File: src/rtl/snake_update_scheduler_if.sv
// snake_update_scheduler_if
//  Handshake/result bundle between the snake move scheduler and its
//  neighbours. The tick generator, buttons and the collision datapath drive it.
//  The segment-memory strobes and the game status flow back over it.
//  Modports:
//   master : drives start, game_tik, btn_*, collision_hit, fruit_hit;
//            observes everything else
//   slave  : the scheduler itself
//  Optional: SCHED_OVERRUN_EN adds the sticky 'overrun' flag.
interface snake_update_scheduler_if #(
  parameter int LEN_W = 7
);
  logic             start;
  logic             game_tik;
  logic             btn_up;
  logic             btn_down;
  logic             btn_left;
  logic             btn_right;
  logic             collision_hit;
  logic             fruit_hit;
  logic [1:0]       cur_dir;
  logic             head_calc_en;
  logic             shift_en;
  logic [LEN_W-1:0] shift_idx;
  logic             head_wr_en;
  logic [LEN_W-1:0] snake_length;
  logic             fruit_eaten;
  logic             update_done;
  logic             busy;
  logic             game_over;
`ifdef SCHED_OVERRUN_EN
  logic             overrun;
`endif

  modport master (
    output start, game_tik, btn_up, btn_down, btn_left, btn_right,
           collision_hit, fruit_hit,
`ifdef SCHED_OVERRUN_EN
    input  overrun,
`endif
    input  cur_dir, head_calc_en, shift_en, shift_idx, head_wr_en,
           snake_length, fruit_eaten, update_done, busy, game_over
  );

  modport slave (
    input  start, game_tik, btn_up, btn_down, btn_left, btn_right,
           collision_hit, fruit_hit,
`ifdef SCHED_OVERRUN_EN
    output overrun,
`endif
    output cur_dir, head_calc_en, shift_en, shift_idx, head_wr_en,
           snake_length, fruit_eaten, update_done, busy, game_over
  );
endinterface

File: src/rtl/snake_update_scheduler.sv
// snake_update_scheduler
//  Runs one snake-move update per game_tik. The update does the following:
//  it latches the direction, strobes the head calculation, and samples the
//  collision and fruit results. It then walks the body shift from the tail
//  down to segment 1, writes the new head, and tracks length and game-over.
//  Ports:
//   clock_25  in  system clock
//   reset     in  asynchronous active-low reset
//   bus       slave modport of snake_update_scheduler_if (start, game_tik,
//             buttons, hit results in; direction, strobes, length, status out)
//  Optional feature: define SCHED_OVERRUN_EN to add the sticky bus.overrun
//  flag. It is set by a tik that arrives while busy.
//  Every output is a flop, loaded from the next-state decode, so all outputs
//  line up exactly with the state they describe.
module snake_update_scheduler #(
  parameter int MAX_LEN  = 64,
  parameter int LEN_W    = 7,
  parameter int INIT_LEN = 3
) (
  input  logic                     clock_25,
  input  logic                     reset,
  snake_update_scheduler_if.slave  bus
);

  typedef enum logic [3:0] {
    S_IDLE, S_WAIT, S_LATCH, S_HCALC, S_CHECK, S_SHIFT, S_HWR, S_DONE, S_OVER
  } state_t;

  state_t           r_state, w_nxt;
  logic [1:0]       r_dir, r_pend;
  logic [LEN_W-1:0] r_len, r_idx;
  logic             r_hcalc, r_shift, r_hwr, r_fruit, r_done, r_busy, r_over;
  logic             w_start_run, w_check_ok, w_grow;

  always_ff @(posedge clock_25 or negedge reset)
    if (!reset) r_state <= S_IDLE;
    else        r_state <= w_nxt;

  // Dropping start aborts from any state, including mid-shift.
  always_comb begin
    w_nxt = S_IDLE;
    if (bus.start) begin
      case (r_state)
        S_IDLE:  w_nxt = S_WAIT;
        S_WAIT:  w_nxt = bus.game_tik ? S_LATCH : S_WAIT;
        S_LATCH: w_nxt = S_HCALC;
        S_HCALC: w_nxt = S_CHECK;
        S_CHECK: w_nxt = bus.collision_hit ? S_OVER : S_SHIFT;
        // <= 1 rather than == 1 so a corrupted index cannot stall the shift
        S_SHIFT: w_nxt = (r_idx <= LEN_W'(1)) ? S_HWR : S_SHIFT;
        S_HWR:   w_nxt = S_DONE;
        S_DONE:  w_nxt = S_WAIT;
        S_OVER:  w_nxt = S_OVER;
        default: w_nxt = S_IDLE;
      endcase
    end
  end

  assign w_start_run = (r_state == S_IDLE)  && (w_nxt == S_WAIT);
  assign w_check_ok  = (r_state == S_CHECK) && (w_nxt == S_SHIFT);
  assign w_grow      = w_check_ok && bus.fruit_hit && (r_len < LEN_W'(MAX_LEN));

  // LATCH commits the pending value held before this cycle. A button in the
  // same cycle only updates pending and waits for the next tik.
  always_ff @(posedge clock_25 or negedge reset)
    if (!reset) begin
      r_pend <= 2'b00;
      r_dir  <= 2'b00;
      r_len  <= LEN_W'(INIT_LEN);
      r_idx  <= '0;
    end else begin
      if (w_start_run)           r_pend <= 2'b00;
      else if (bus.btn_up)       r_pend <= 2'b01;
      else if (bus.btn_down)     r_pend <= 2'b11;
      else if (bus.btn_left)     r_pend <= 2'b10;
      else if (bus.btn_right)    r_pend <= 2'b00;

      if (w_start_run)           r_dir <= 2'b00;
      else if (r_state == S_LATCH && r_pend != (r_dir ^ 2'b10))
                                 r_dir <= r_pend;

      if (w_start_run)           r_len <= LEN_W'(INIT_LEN);
      else if (w_grow)           r_len <= r_len + LEN_W'(1);

      // Growth starts from the old length, which is the new tail slot.
      if (w_check_ok)            r_idx <= w_grow ? r_len : r_len - LEN_W'(1);
      else if (r_state == S_SHIFT && w_nxt == S_SHIFT)
                                 r_idx <= r_idx - LEN_W'(1);
      else                       r_idx <= '0;
    end

  always_ff @(posedge clock_25 or negedge reset)
    if (!reset) begin
      r_hcalc <= 1'b0; r_shift <= 1'b0; r_hwr  <= 1'b0; r_fruit <= 1'b0;
      r_done  <= 1'b0; r_busy  <= 1'b0; r_over <= 1'b0;
    end else begin
      r_hcalc <= (w_nxt == S_HCALC);
      r_shift <= (w_nxt == S_SHIFT);
      r_hwr   <= (w_nxt == S_HWR);
      r_done  <= (w_nxt == S_DONE);
      r_over  <= (w_nxt == S_OVER);
      // fruit_eaten pulses even at full length, where no growth happens
      r_fruit <= w_check_ok && bus.fruit_hit;
      r_busy  <= (w_nxt inside {S_LATCH, S_HCALC, S_CHECK, S_SHIFT, S_HWR, S_DONE});
    end

`ifdef SCHED_OVERRUN_EN
  logic r_overrun;
  always_ff @(posedge clock_25 or negedge reset)
    if (!reset)                        r_overrun <= 1'b0;
    else if (w_start_run)              r_overrun <= 1'b0;
    else if (bus.game_tik && r_busy)   r_overrun <= 1'b1;
  assign bus.overrun = r_overrun;
`endif

  assign bus.cur_dir      = r_dir;
  assign bus.head_calc_en = r_hcalc;
  assign bus.shift_en     = r_shift;
  assign bus.shift_idx    = r_idx;
  assign bus.head_wr_en   = r_hwr;
  assign bus.snake_length = r_len;
  assign bus.fruit_eaten  = r_fruit;
  assign bus.update_done  = r_done;
  assign bus.busy         = r_busy;
  assign bus.game_over    = r_over;

endmodule

File: src/flat_wrapper.sv
// flat-port wrapper written by rule: the top's interface ports become plain ports
module snake_update_scheduler_flat 
#(
  parameter int MAX_LEN  = 64,
  parameter int LEN_W    = 7,
  parameter int INIT_LEN = 3
)
  (clock_25, reset, bus_start, bus_game_tik, bus_btn_up, bus_btn_down, bus_btn_left, bus_btn_right, bus_collision_hit, bus_fruit_hit, bus_cur_dir, bus_head_calc_en, bus_shift_en, bus_shift_idx, bus_head_wr_en, bus_snake_length, bus_fruit_eaten, bus_update_done, bus_busy, bus_game_over);
  snake_update_scheduler_if #(.LEN_W(LEN_W)) bus_i ();
  input  logic clock_25;
  input  logic reset;
  input wire logic [$bits(bus_i.start)-1:0] bus_start;
  input wire logic [$bits(bus_i.game_tik)-1:0] bus_game_tik;
  input wire logic [$bits(bus_i.btn_up)-1:0] bus_btn_up;
  input wire logic [$bits(bus_i.btn_down)-1:0] bus_btn_down;
  input wire logic [$bits(bus_i.btn_left)-1:0] bus_btn_left;
  input wire logic [$bits(bus_i.btn_right)-1:0] bus_btn_right;
  input wire logic [$bits(bus_i.collision_hit)-1:0] bus_collision_hit;
  input wire logic [$bits(bus_i.fruit_hit)-1:0] bus_fruit_hit;
  output wire logic [$bits(bus_i.cur_dir)-1:0] bus_cur_dir;
  output wire logic [$bits(bus_i.head_calc_en)-1:0] bus_head_calc_en;
  output wire logic [$bits(bus_i.shift_en)-1:0] bus_shift_en;
  output wire logic [$bits(bus_i.shift_idx)-1:0] bus_shift_idx;
  output wire logic [$bits(bus_i.head_wr_en)-1:0] bus_head_wr_en;
  output wire logic [$bits(bus_i.snake_length)-1:0] bus_snake_length;
  output wire logic [$bits(bus_i.fruit_eaten)-1:0] bus_fruit_eaten;
  output wire logic [$bits(bus_i.update_done)-1:0] bus_update_done;
  output wire logic [$bits(bus_i.busy)-1:0] bus_busy;
  output wire logic [$bits(bus_i.game_over)-1:0] bus_game_over;
  assign bus_i.start = bus_start;
  assign bus_i.game_tik = bus_game_tik;
  assign bus_i.btn_up = bus_btn_up;
  assign bus_i.btn_down = bus_btn_down;
  assign bus_i.btn_left = bus_btn_left;
  assign bus_i.btn_right = bus_btn_right;
  assign bus_i.collision_hit = bus_collision_hit;
  assign bus_i.fruit_hit = bus_fruit_hit;
  assign bus_cur_dir = bus_i.cur_dir;
  assign bus_head_calc_en = bus_i.head_calc_en;
  assign bus_shift_en = bus_i.shift_en;
  assign bus_shift_idx = bus_i.shift_idx;
  assign bus_head_wr_en = bus_i.head_wr_en;
  assign bus_snake_length = bus_i.snake_length;
  assign bus_fruit_eaten = bus_i.fruit_eaten;
  assign bus_update_done = bus_i.update_done;
  assign bus_busy = bus_i.busy;
  assign bus_game_over = bus_i.game_over;
  snake_update_scheduler #(.MAX_LEN(MAX_LEN), .LEN_W(LEN_W), .INIT_LEN(INIT_LEN)) u_core (.clock_25(clock_25), .reset(reset), .bus(bus_i));
endmodule
File: config.mk
export PLATFORM = sky130hd
export DESIGN_NAME = snake_update_scheduler_flat
export DESIGN_NICKNAME = d
export VERILOG_FILES = /design/src/rtl/snake_update_scheduler_if.sv /design/src/rtl/snake_update_scheduler.sv /design/src/flat_wrapper.sv
export SDC_FILE = /design/constraint.sdc
export NUM_CORES = 1
export LEC_CHECK = 0
export ABC_AREA = 1
export BUFFER_PORTS_ARGS = -buffer_cell sky130_fd_sc_hd__buf_4
export CAP_MARGIN = 20
export CORE_MARGIN = 8
export CORE_UTILIZATION = 45
export DETAILED_ROUTE_END_ITERATION = 10
export GPL_TIMING_DRIVEN = 1
export PLACE_DENSITY = 0.79
export SETUP_SLACK_MARGIN = 0.15
export SLEW_MARGIN = 10
export SYNTH_ARGS = -nofsm -noshare
export SYNTH_HDL_FRONTEND = slang
export SYNTH_SLANG_ARGS = --single-unit
File: constraint.sdc
create_clock -name clock_25 -period 1.71 [get_ports clock_25]
set_input_delay 0.342 -clock clock_25 [delete_from_list [all_inputs] [get_ports clock_25]]
set_output_delay 0.342 -clock clock_25 [all_outputs]
set_load 0.01 [all_outputs]
==> impl_metrics.toml, run 1 <==
[run_status]
status = "finished, violations left"
violations = "setup timing"

[global_routing]
grt_usage_pct = 16.5
grt_pass1_vias = 1853
grt_pass1_wl_um = 8260
grt_start_max_net_pins = 30
grt_overflow = 0
antenna_found_initial = 0

[pwr]
power.density_cell_area_nw_per_um2 = 767
power.ir.vdd_worst_v = 0.000689
leakagePower_nw = 1.46
power_mw = 2.16

[timing]
max-slew-margin-rel_pct = 72.8
timing.final.setup_violations = 25
finalCritPeriodShare_pct = 119
period_minus_slack_ps = 2030
worst_slack_ps = -323
fin_skew_ps = 7.62
final-max-slew-violation-count = 0
whs_ps = 208
hold_violations = 0
worst_slew_pin_slew_ps = 406
setup_repair_after_global_routing_missed_its_margin = "true"
max_clock_freq_mhz = 492

[placement]
post-dp-hpwl_um = 3060
routabilityCongestion = 0.844
dp_slack_ps = -103
buffer_ports.inserted = 32

[route]
via_per_inst = 5.47
drtAntennaViolNets = 0
drtIter0Drc = 177
route.detailed.wl_per_inst_um = 17.9
route.vias.total = 2017
totalWireLength_um = 6600
remaining_drc_errors = 0
drt-pass1-iter-count = 5

[worst_setup_path]
path_max_fanout = 5
cp_data_required_time_ps = 1950
worst-endpoint-arrival_ps = 2270
worstSetupStartpoint = "u_core.r_state[3]"
rr_worst_depth = 14
setup.worst_path.start_class = "flip-flop"
setup.worst_path.class = "reg -> reg"
r2r-start = "u_core.r_state[3]"
critical_path.endpoint_type = "flip-flop"

[clocking]
cts.reportedPaths.clkPinSlew_ps = 60
cts_buffers = 5
cts_max_level = 2
cts_tree = "yes"
max-clock-path-buffers = 2
clock_insertion_delay_worst_skew_ps = 290
tritoncts_num_sinks = 29
clock-root-buffer = "clkbuf_8"

[synthesis]
warnings_from_yosys = 0
postSynthAreaPerCell_um2 = 7.63
synth.cell_area_um2 = 1760
seq_area_frac_synth_pct = 41.5
syn_nets = 244
post-synth-top-area-cell = "dfrtp_1"
ys_seq_elements = 29
synth_most_common_cell = "nand2_1"
ys_top_cells_by_area = "dfrtp_1 (38%), nand2_1 (14%), nor2_1 (5.8%), xor2_1 (5.5%), inv_1 (5.3%)"
synth.distinct_cells = 33
synth_top_cells_by_count = "nand2_1 (64), dfrtp_1 (27), nor2_1 (27)"
synth.top_cell.area_share_pct = 38.5
synth-edff-count = 0
postSynth.topFlopCell = "dfrtp_1"
synthArstFlopShare_pct = 100
syn_inst = 230

[die]
rows = 22
height_of_the_chip_um = 78.5
fp.dieW_um = 78.5
design.core.area_um2 = 3720
io_count = 33
initial_core_util_pct = 47.2
die-area_um2 = 6160

[min_path]
hold_path.startpoint = "bus_btn_up"
holdCritPathClass = "in -> reg"
min_path_cells = 2

[job]
max_cap_violations = 0

[finish]
finalNetCount = 334
synthToLayoutAreaGrowth_pct = 60.7
antenna_cells_inserted = 0
drive_above_1_share_pct = 50.8
[final cells by class]
cell class,count,area [µm²]
Multi-Input combinational cell,163,1080
Fill cell,242,895
Sequential cell,29,733
Timing Repair Buffer,87,698
Inverter,34,135
Clock buffer,7,86.3
Tap cell,48,60.1
Clock inverter,1,30.0
[kinds of logic (layout without fill, tap and decap cells)]
group / after synthesis / count (layout) / synth area share [%]
flip-flops: 29 / 29 / 41.5
buffers and inverters: 39 / 129 / 9.12
AND/OR/NAND/NOR: 129 / 130 / 34.9
XOR/XNOR: 12 / 12 / 5.99
AO/OA/AOI/OAI: 17 / 17 / 5.70
adder cells (fa/ha/maj): 4 / 4 / 2.85
[per-stage QoR]
step	setup TNS, ps	util (%)	area (µm²)	std cells
finish	-5290	75.9	2820	369
global route	-7840	75.9	2820	369
CTS	-623	69.8	2590	358
detailed placement	-806	60.4	2250	334
global placement	-256	60.4	2250	334
floorplan	-39.9	-	1760	230
[flip-flops by register name, summed over array words and instances, names as in the netlist, 2 cells and up]
register                 count
u_core.r_pend                2
u_core.r_state               4
u_core.bus.cur_dir           2
u_core.bus.shift_idx         7
u_core.bus.snake_length      7
[layout by cell type (no fill, tap or decap), types with 2 or more instances in the layout]
cell type,instances
inv_2,11
nand3_2,4
nand2_4,6
nor2_2,6
nor2_4,10
inv_1,21
a21oi_1,4
dfrtp_2,4
clkbuf_8,6
nor3_2,2
dfrtp_1,23
nor2_1,16
buf_4,73
a21oi_2,2
dfstp_2,2
o21ai_1,3
nand3_1,12
ha_1,3
nand4_1,7
o211ai_1,2
nand4_4,2
nand2_1,45
xor2_1,11
nand2_2,15
nor3_1,2
buf_6,12
[worst max-delay path, stage by stage, from the launching register on]
cell and delay [ps]:
dfrtp_2 480, nor2_4 180, nand2_1 120, nand2_1 110, inv_1 40, nand2_1 70
nor2_2 40, nand2_2 110, nand4_1 160, nor2_2 180, buf_6 140, nand4_1 110
nand2_2 110, nand2_2 60, nand2_1 50
[metal layers]
| layer | vias to the layer above | track usage, % | wire length, µm |
|---|---|---|---|
| met1 | 966 | 18.5 | 2470 |
| met5 | - | 0 | 0 |
| met2 | 104 | 27.8 | 3260 |
| met4 | 0 | 8.70 | 425 |
| li1 | 911 | - | - |
| met3 | 36 | 4.67 | 440 |
[power breakdown]
| part | total (mW) | switching [mW] | leakage, nW | internal (mW) |
|---|---|---|---|---|
| clock network | 0.747 | 0.273 | 0.0585 | 0.474 |
| registers | 0.811 | 0.0733 | 0.383 | 0.738 |
| logic | 0.606 | 0.328 | 1.02 | 0.278 |
[final timing paths]
path                                              end  slack, ps
max in group asynchronous  u_core.bus.snake_length[0]        890
min                                  u_core.r_pend[1]        210
max                           u_core.bus.shift_idx[4]       -320
max reg2reg                   u_core.bus.shift_idx[4]       -320
min in group asynchronous        u_core.bus.game_over        500
min reg2reg                u_core.bus.snake_length[0]        550
[repair_timing]
item / in CTS / in global routing
gates resized for setup: 35 / 44
hold endpoints to repair: 27 / 0
hold buffers: 1 / 0
pin swaps: 15 / 22
cloned: 2 / 0
endpoints found under the setup margin: 23 / 27
buffers inserted: 13 / 11
No activity file was read; power rests on OpenSTA's default activity.
==> run 2: changes to the inputs <==
--- a/config.mk
+++ b/config.mk
@@ -18,3 +18,4 @@
 export SYNTH_ARGS = -nofsm -noshare
 export SYNTH_HDL_FRONTEND = slang
 export SYNTH_SLANG_ARGS = --single-unit
+export TNS_END_PERCENT = 10
==> run 2 against run 1 <==
  * The run still ends with setup timing left
  * Count of clock-buffer cells in the layout shrank 2
  * Hold slack better by 13 ps
  * Via count is 13% lower
  * Worst setup slack improved by 190 ps
  * Final cell count is 4.6% lower
  * Maximum frequency grew 10%
  * First-iteration DRC count is 56% lower
  * Design area fell by 11%
  * Critical path depth decreased by 2
  * Critical path type unchanged
  * Largest cell class unchanged
==> impl_metrics.toml, run 2 (synthesis gave the netlist of run 1 again) <==
[run_status]
status = "finished, violations left"
violations = "setup timing"

[clocking]
cts.reportedPaths.clkPinSlew_ps = 60
clock-root-buffer = "clkbuf_8"
max-clock-path-buffers = 2
tritoncts_num_sinks = 29
cts_buffers = 5
cts_max_level = 2
clock_insertion_delay_worst_skew_ps = 290
cts_tree = "yes"

[worst_setup_path]
critical_path.endpoint_type = "flip-flop"
setup.worst_path.start_class = "flip-flop"
setup.worst_path.class = "reg -> reg"
cp_data_required_time_ps = 1880
path_max_fanout = 6
rr_worst_depth = 12
worst-endpoint-arrival_ps = 2010

[timing]
timing.final.setup_violations = 15
max_clock_freq_mhz = 543
finalCritPeriodShare_pct = 108
fin_skew_ps = 6.07
max-slew-margin-rel_pct = 75.8
setup_repair_after_global_routing_missed_its_margin = "true"
hold_violations = 0
period_minus_slack_ps = 1840
worst_slew_pin_slew_ps = 363
worst_slack_ps = -131
final-max-slew-violation-count = 0

[placement]
buffer_ports.inserted = 32
dp_slack_ps = -126
routabilityCongestion = 0.826
post-dp-hpwl_um = 3190
post_dp_cell_area_um2 = 2250
placed_cells = 335

[die]
design.core.area_um2 = 3720
rows = 22
initial_core_util_pct = 47.2
fp.dieW_um = 78.5
die-area_um2 = 6160
io_count = 33
height_of_the_chip_um = 78.5

[route]
remaining_drc_errors = 0
via_per_inst = 5.01
route.vias.total = 1763
drtIter0Drc = 77
drt-pass1-iter-count = 4
drtAntennaViolNets = 0
route.detailed.wl_per_inst_um = 13.5
totalWireLength_um = 4770

[global_routing]
grt_start_max_net_pins = 30
antenna_found_initial = 0
grt_overflow = 0
grt_pass1_wl_um = 7310
grt_usage_pct = 14.5
grt_pass1_vias = 1667

[job]
max_cap_violations = 0

[pwr]
leakagePower_nw = 1.29
power.density_cell_area_nw_per_um2 = 786
power.ir.vdd_worst_v = 0.000630

[min_path]
min_path_cells = 2
holdCritPathClass = "in -> reg"

[finish]
drive_above_1_share_pct = 41.1
finalNetCount = 318
final_common_cell = "buf_4"
post-route-cell-area_um2 = 2520
final_cells = 352
synthToLayoutAreaGrowth_pct = 43.7
most-common-layout-cells = "buf_4 (69), nand2_1 (55), nor2_1 (23), dfrtp_1 (23), inv_1 (21)"
antenna_cells_inserted = 0
## run 2: cell count changes in the layout (fill, tap and decap cells not counted), moves of 2 or more
| cell | before | now |
|---|---|---|
| buf_6 | 12 | 1 |
| nand2_1 | 45 | 55 |
| nor2_1 | 16 | 23 |
| nand2_2 | 15 | 9 |
| buf_4 | 73 | 69 |
| nand2_4 | 6 | 2 |
| nor2_4 | 10 | 6 |
| nor2_2 | 6 | 3 |
| a21oi_1 | 4 | 6 |
| nand3_1 | 12 | 14 |
| nand3_2 | 4 | 2 |
## run 2: power breakdown
group          switching (mW)  total [mW]  leakage (nW)  internal [mW]
sequential             0.0693       0.807         0.383          0.738
combinational           0.265       0.490         0.858          0.225
clock                   0.262       0.684        0.0540          0.423
## run 2: critical path, stage by stage (launching register included)
cell,delay [ps]
dfrtp_2,450
inv_2,100
nand2_4,70
nor3_2,220
nor2_2,70
nand2_2,110
nand3_4,100
nor2_4,180
nand4_4,170
nand2_4,130
inv_2,40
nand2_1,50
nand2_1,50
## run 2: repair_timing
item	4_1_cts	5_1_grt
gates cloned	1	0
pin swaps	6	17
resized for setup	9	25
hold buffers	1	0
buffers inserted	3	5
endpoints found under the hold margin	27	0
setup endpoints to repair	24	24
## run 2: final timing paths
check | from | end | slack (ps)
max | u_core.r_state[1] | u_core.bus.snake_length[2] | -130
min | bus_btn_up | u_core.r_pend[1] | 220
max reg2reg | u_core.r_state[1] | u_core.bus.snake_length[2] | -130
min reg2reg | u_core.bus.cur_dir[1] | u_core.bus.cur_dir[1] | 570
max in group asynchronous | reset | u_core.bus.snake_length[1] | 870
min in group asynchronous | reset | u_core.r_state[1] | 520
## run 2: through the flow
step	utilization [%]	hold slack (ps)	total power [mW]	setup TNS [ps]
after floorplan	-	46.4	1.05	-71.0
after global placement	60.5	282	1.23	-651
after detailed placement	60.5	284	1.24	-1130
after CTS	65.0	221	1.94	-604
after global routing	67.9	218	2.07	-3790
final	67.9	221	1.98	-1410
## run 2: layout make-up
cell class	instances	area, µm²
Sequential cell	29	733
Tap cell	48	60.1
Clock buffer	5	68.8
Multi-Input combinational cell	163	958
Inverter	34	128
Clock inverter	2	35.0
Fill cell	301	1190
Timing Repair Buffer	71	539
## run 2: per-layer routing
layer  GRT usage [%]  wire [µm]  part of all wire, %
met3            3.99        223                  4.7
met1            17.3       2050                   43
met4            7.41        140                  2.9
met5               0          0                    0
met2            23.3       2350                   49
==> run 3: changes to the inputs <==
--- a/config.mk
+++ b/config.mk
@@ -6,13 +6,13 @@
 export NUM_CORES = 1
 export LEC_CHECK = 0
 export ABC_AREA = 1
-export BUFFER_PORTS_ARGS = -buffer_cell sky130_fd_sc_hd__buf_4
 export CAP_MARGIN = 20
 export CORE_MARGIN = 8
 export CORE_UTILIZATION = 45
 export DETAILED_ROUTE_END_ITERATION = 10
+export DONT_BUFFER_PORTS = 1
 export GPL_TIMING_DRIVEN = 1
-export PLACE_DENSITY = 0.79
+export PLACE_DENSITY = 0.7
 export SETUP_SLACK_MARGIN = 0.15
 export SLEW_MARGIN = 10
 export SYNTH_ARGS = -nofsm -noshare
==> constraint.sdc (replaced) <==
create_clock -name clock_25 -period 2.15 [get_ports clock_25]
set_input_delay 0.43 -clock clock_25 [delete_from_list [all_inputs] [get_ports clock_25]]
set_output_delay 0.43 -clock clock_25 [all_outputs]
set_load 0.01 [all_outputs]
==> run 3 against run 2 <==
  * The flow now finishes without violations
  * Hold slack worse by 14 ps
  * Global-route usage down 1.5 points
  * Sequential cell count unchanged
  * First-iteration DRC count down 18%
  * Utilization down 13 points
  * Count of clock-buffer cells in the layout unchanged
  * Maximum frequency down 1.8%
  * Clock power up 0.9%
  * Clock skew up 3.4 ps
  * Critical endpoint is now u_core.bus.shift_idx[0]
  * Largest cell class unchanged
==> impl_metrics.toml, run 3 (synthesis gave the netlist of run 1 again) <==
[timing]
timing.final.setup_violations = 0
fin_tns_setup_ps = 0
max_clock_freq_mhz = 534
worst_slack_ps = 276
final-max-slew-violation-count = 0
setup_repair_after_global_routing_missed_its_margin = "true"
period_minus_slack_ps = 1870
worst_slew_pin_slew_ps = 390
hold_violations = 0
fin_skew_ps = 9.49
max-slew-margin-rel_pct = 74.0
whs_ps = 207
finalCritPeriodShare_pct = 87.1

[die]
rows = 22
initial_core_util_pct = 47.2
io_count = 33
fp.dieW_um = 78.5
design.core.area_um2 = 3720
height_of_the_chip_um = 78.5
die-area_um2 = 6160

[worst_setup_path]
worst-endpoint-arrival_ps = 2060
setup.worst_path.class = "reg -> reg"
rr_worst_depth = 10
cp_slowest_cell = "dfrtp_2"
slowest_delay_ps = 440
worstPathCellList = "inv_2 -> nand2_1 -> nor2_2 -> nand2_2 -> nand2_2 -> nand4_1 -> nor2_4 -> nand4_1 -> nand3_1 -> nand2_1"
setup.worst_path.start_class = "flip-flop"
critical_path.endpoint_type = "flip-flop"
path_max_fanout = 7
cp_data_required_time_ps = 2330

[placement]
dp_slack_ps = 172
post_dp_cell_area_um2 = 1810
placed_cells = 276
post-dp-hpwl_um = 2820
routabilityCongestion = 0.831
buffer_ports.inserted = 0

[pwr]
pwr-share-comb_pct = 15.4
net-switching-power_mw = 0.449
intPower_mw = 1.14
clock_power_share_pct = 43.4
power.switching_fraction_pct = 28.3
part_of_the_power_in_registers_pct = 41.3
power.density_cell_area_nw_per_um2 = 778
power_mw = 1.59
leakagePower_nw = 1.01
power.ir.vdd_worst_v = 0.000527

[clocking]
clock-root-buffer = "clkbuf_8"
cts_max_level = 2
cts_tree = "yes"
cts_buffers = 5
clock_insertion_delay_worst_skew_ps = 290
max-clock-path-buffers = 2
tritoncts_num_sinks = 29
cts.reportedPaths.clkPinSlew_ps = 70

[finish]
final_common_cell = "nand2_1"
post-route-util_pct = 55.0
most-common-layout-cells = "nand2_1 (60), nor2_1 (25), inv_1 (24), dfrtp_1 (24), nand3_1 (14)"
final_cells = 289
synthToLayoutAreaGrowth_pct = 16.5
finalNetCount = 254
drive_above_1_share_pct = 20.7
post-route-cell-area_um2 = 2040
antenna_cells_inserted = 0

[min_path]
holdCritPathClass = "in -> reg"
min_path_cells = 1

[route]
via_per_inst = 4.97
drtAntennaViolNets = 0
route.detailed.wl_per_inst_um = 13.1
totalWireLength_um = 3790
drtIter0Drc = 63
route.vias.total = 1436
remaining_drc_errors = 0
drt-pass1-iter-count = 4

[global_routing]
antenna_found_initial = 0
grt_pass1_vias = 1376
grt_util_met1_pct = 15.0
grt_usage_pct = 13.0
grt_pass1_wl_um = 6360
grt_most_used_layer = "met2"
met3_usage_pct = 6.61
grt_start_max_net_pins = 30
grt_overflow = 0
grt.met2_usage_pct = 20.0

[job]
max_cap_violations = 0

[run_status]
status = "complete, no violations"
[run 3: cell types whose count changed in the layout (fill, tap and decap cells not counted), sizes merged]
cell	change
bufinv	+1
buf	-63
nand4	-1
[run 3: area by class of cell]
class                           count  area, µm²
Multi-Input combinational cell    162        916
Tap cell                           48       60.1
Timing Repair Buffer                8       75.1
Sequential cell                    29        732
Clock inverter                      3       65.1
Fill cell                         381       1670
Clock buffer                        5       68.8
Inverter                           34        128
[run 3: worst max-delay path: cells and delay by family, from the launching register on]
kind,cells,cell delay [ps]
buf+inv,1,60
flops,1,440
simple gates,9,1250
[run 3: repair_timing]
action,4_1_cts,5_1_grt
hold endpoints to repair,29,0
hold buffers,2,0
endpoints found under the setup margin,0,12
gates resized for setup,0,16
buffers inserted,0,3
[run 3: path summary, 6_finish.rpt]
kind	startpoint	end	slack, ps
max reg2reg	u_core.r_state[1]	u_core.bus.shift_idx[0]	280
max in group asynchronous	reset	u_core.bus.snake_length[0]	1350
min in group asynchronous	reset	u_core.bus.snake_length[5]	570
max	u_core.r_state[1]	u_core.bus.shift_idx[0]	280
min	bus_btn_up	u_core.r_pend[1]	210
min reg2reg	u_core.bus.snake_length[1]	u_core.bus.snake_length[1]	570
[run 3: power by group through the flow]
stage          registers, mW  logic, mW  clock network, mW
2_1_floorplan          0.648      0.187                  0
3_3_place_gp           0.669      0.209                  0
3_5_place_dp           0.668      0.214                  0
4_1_cts                0.659      0.235              0.701
5_1_grt                0.664      0.277              0.723
6_report               0.656      0.244              0.690
[run 3: routing by layer]
layer  vias up  routed length, µm
met5         -                  0
met4         0                 59
met3         6                317
met2        29               1700
met1       657               1710
li1        744                  -
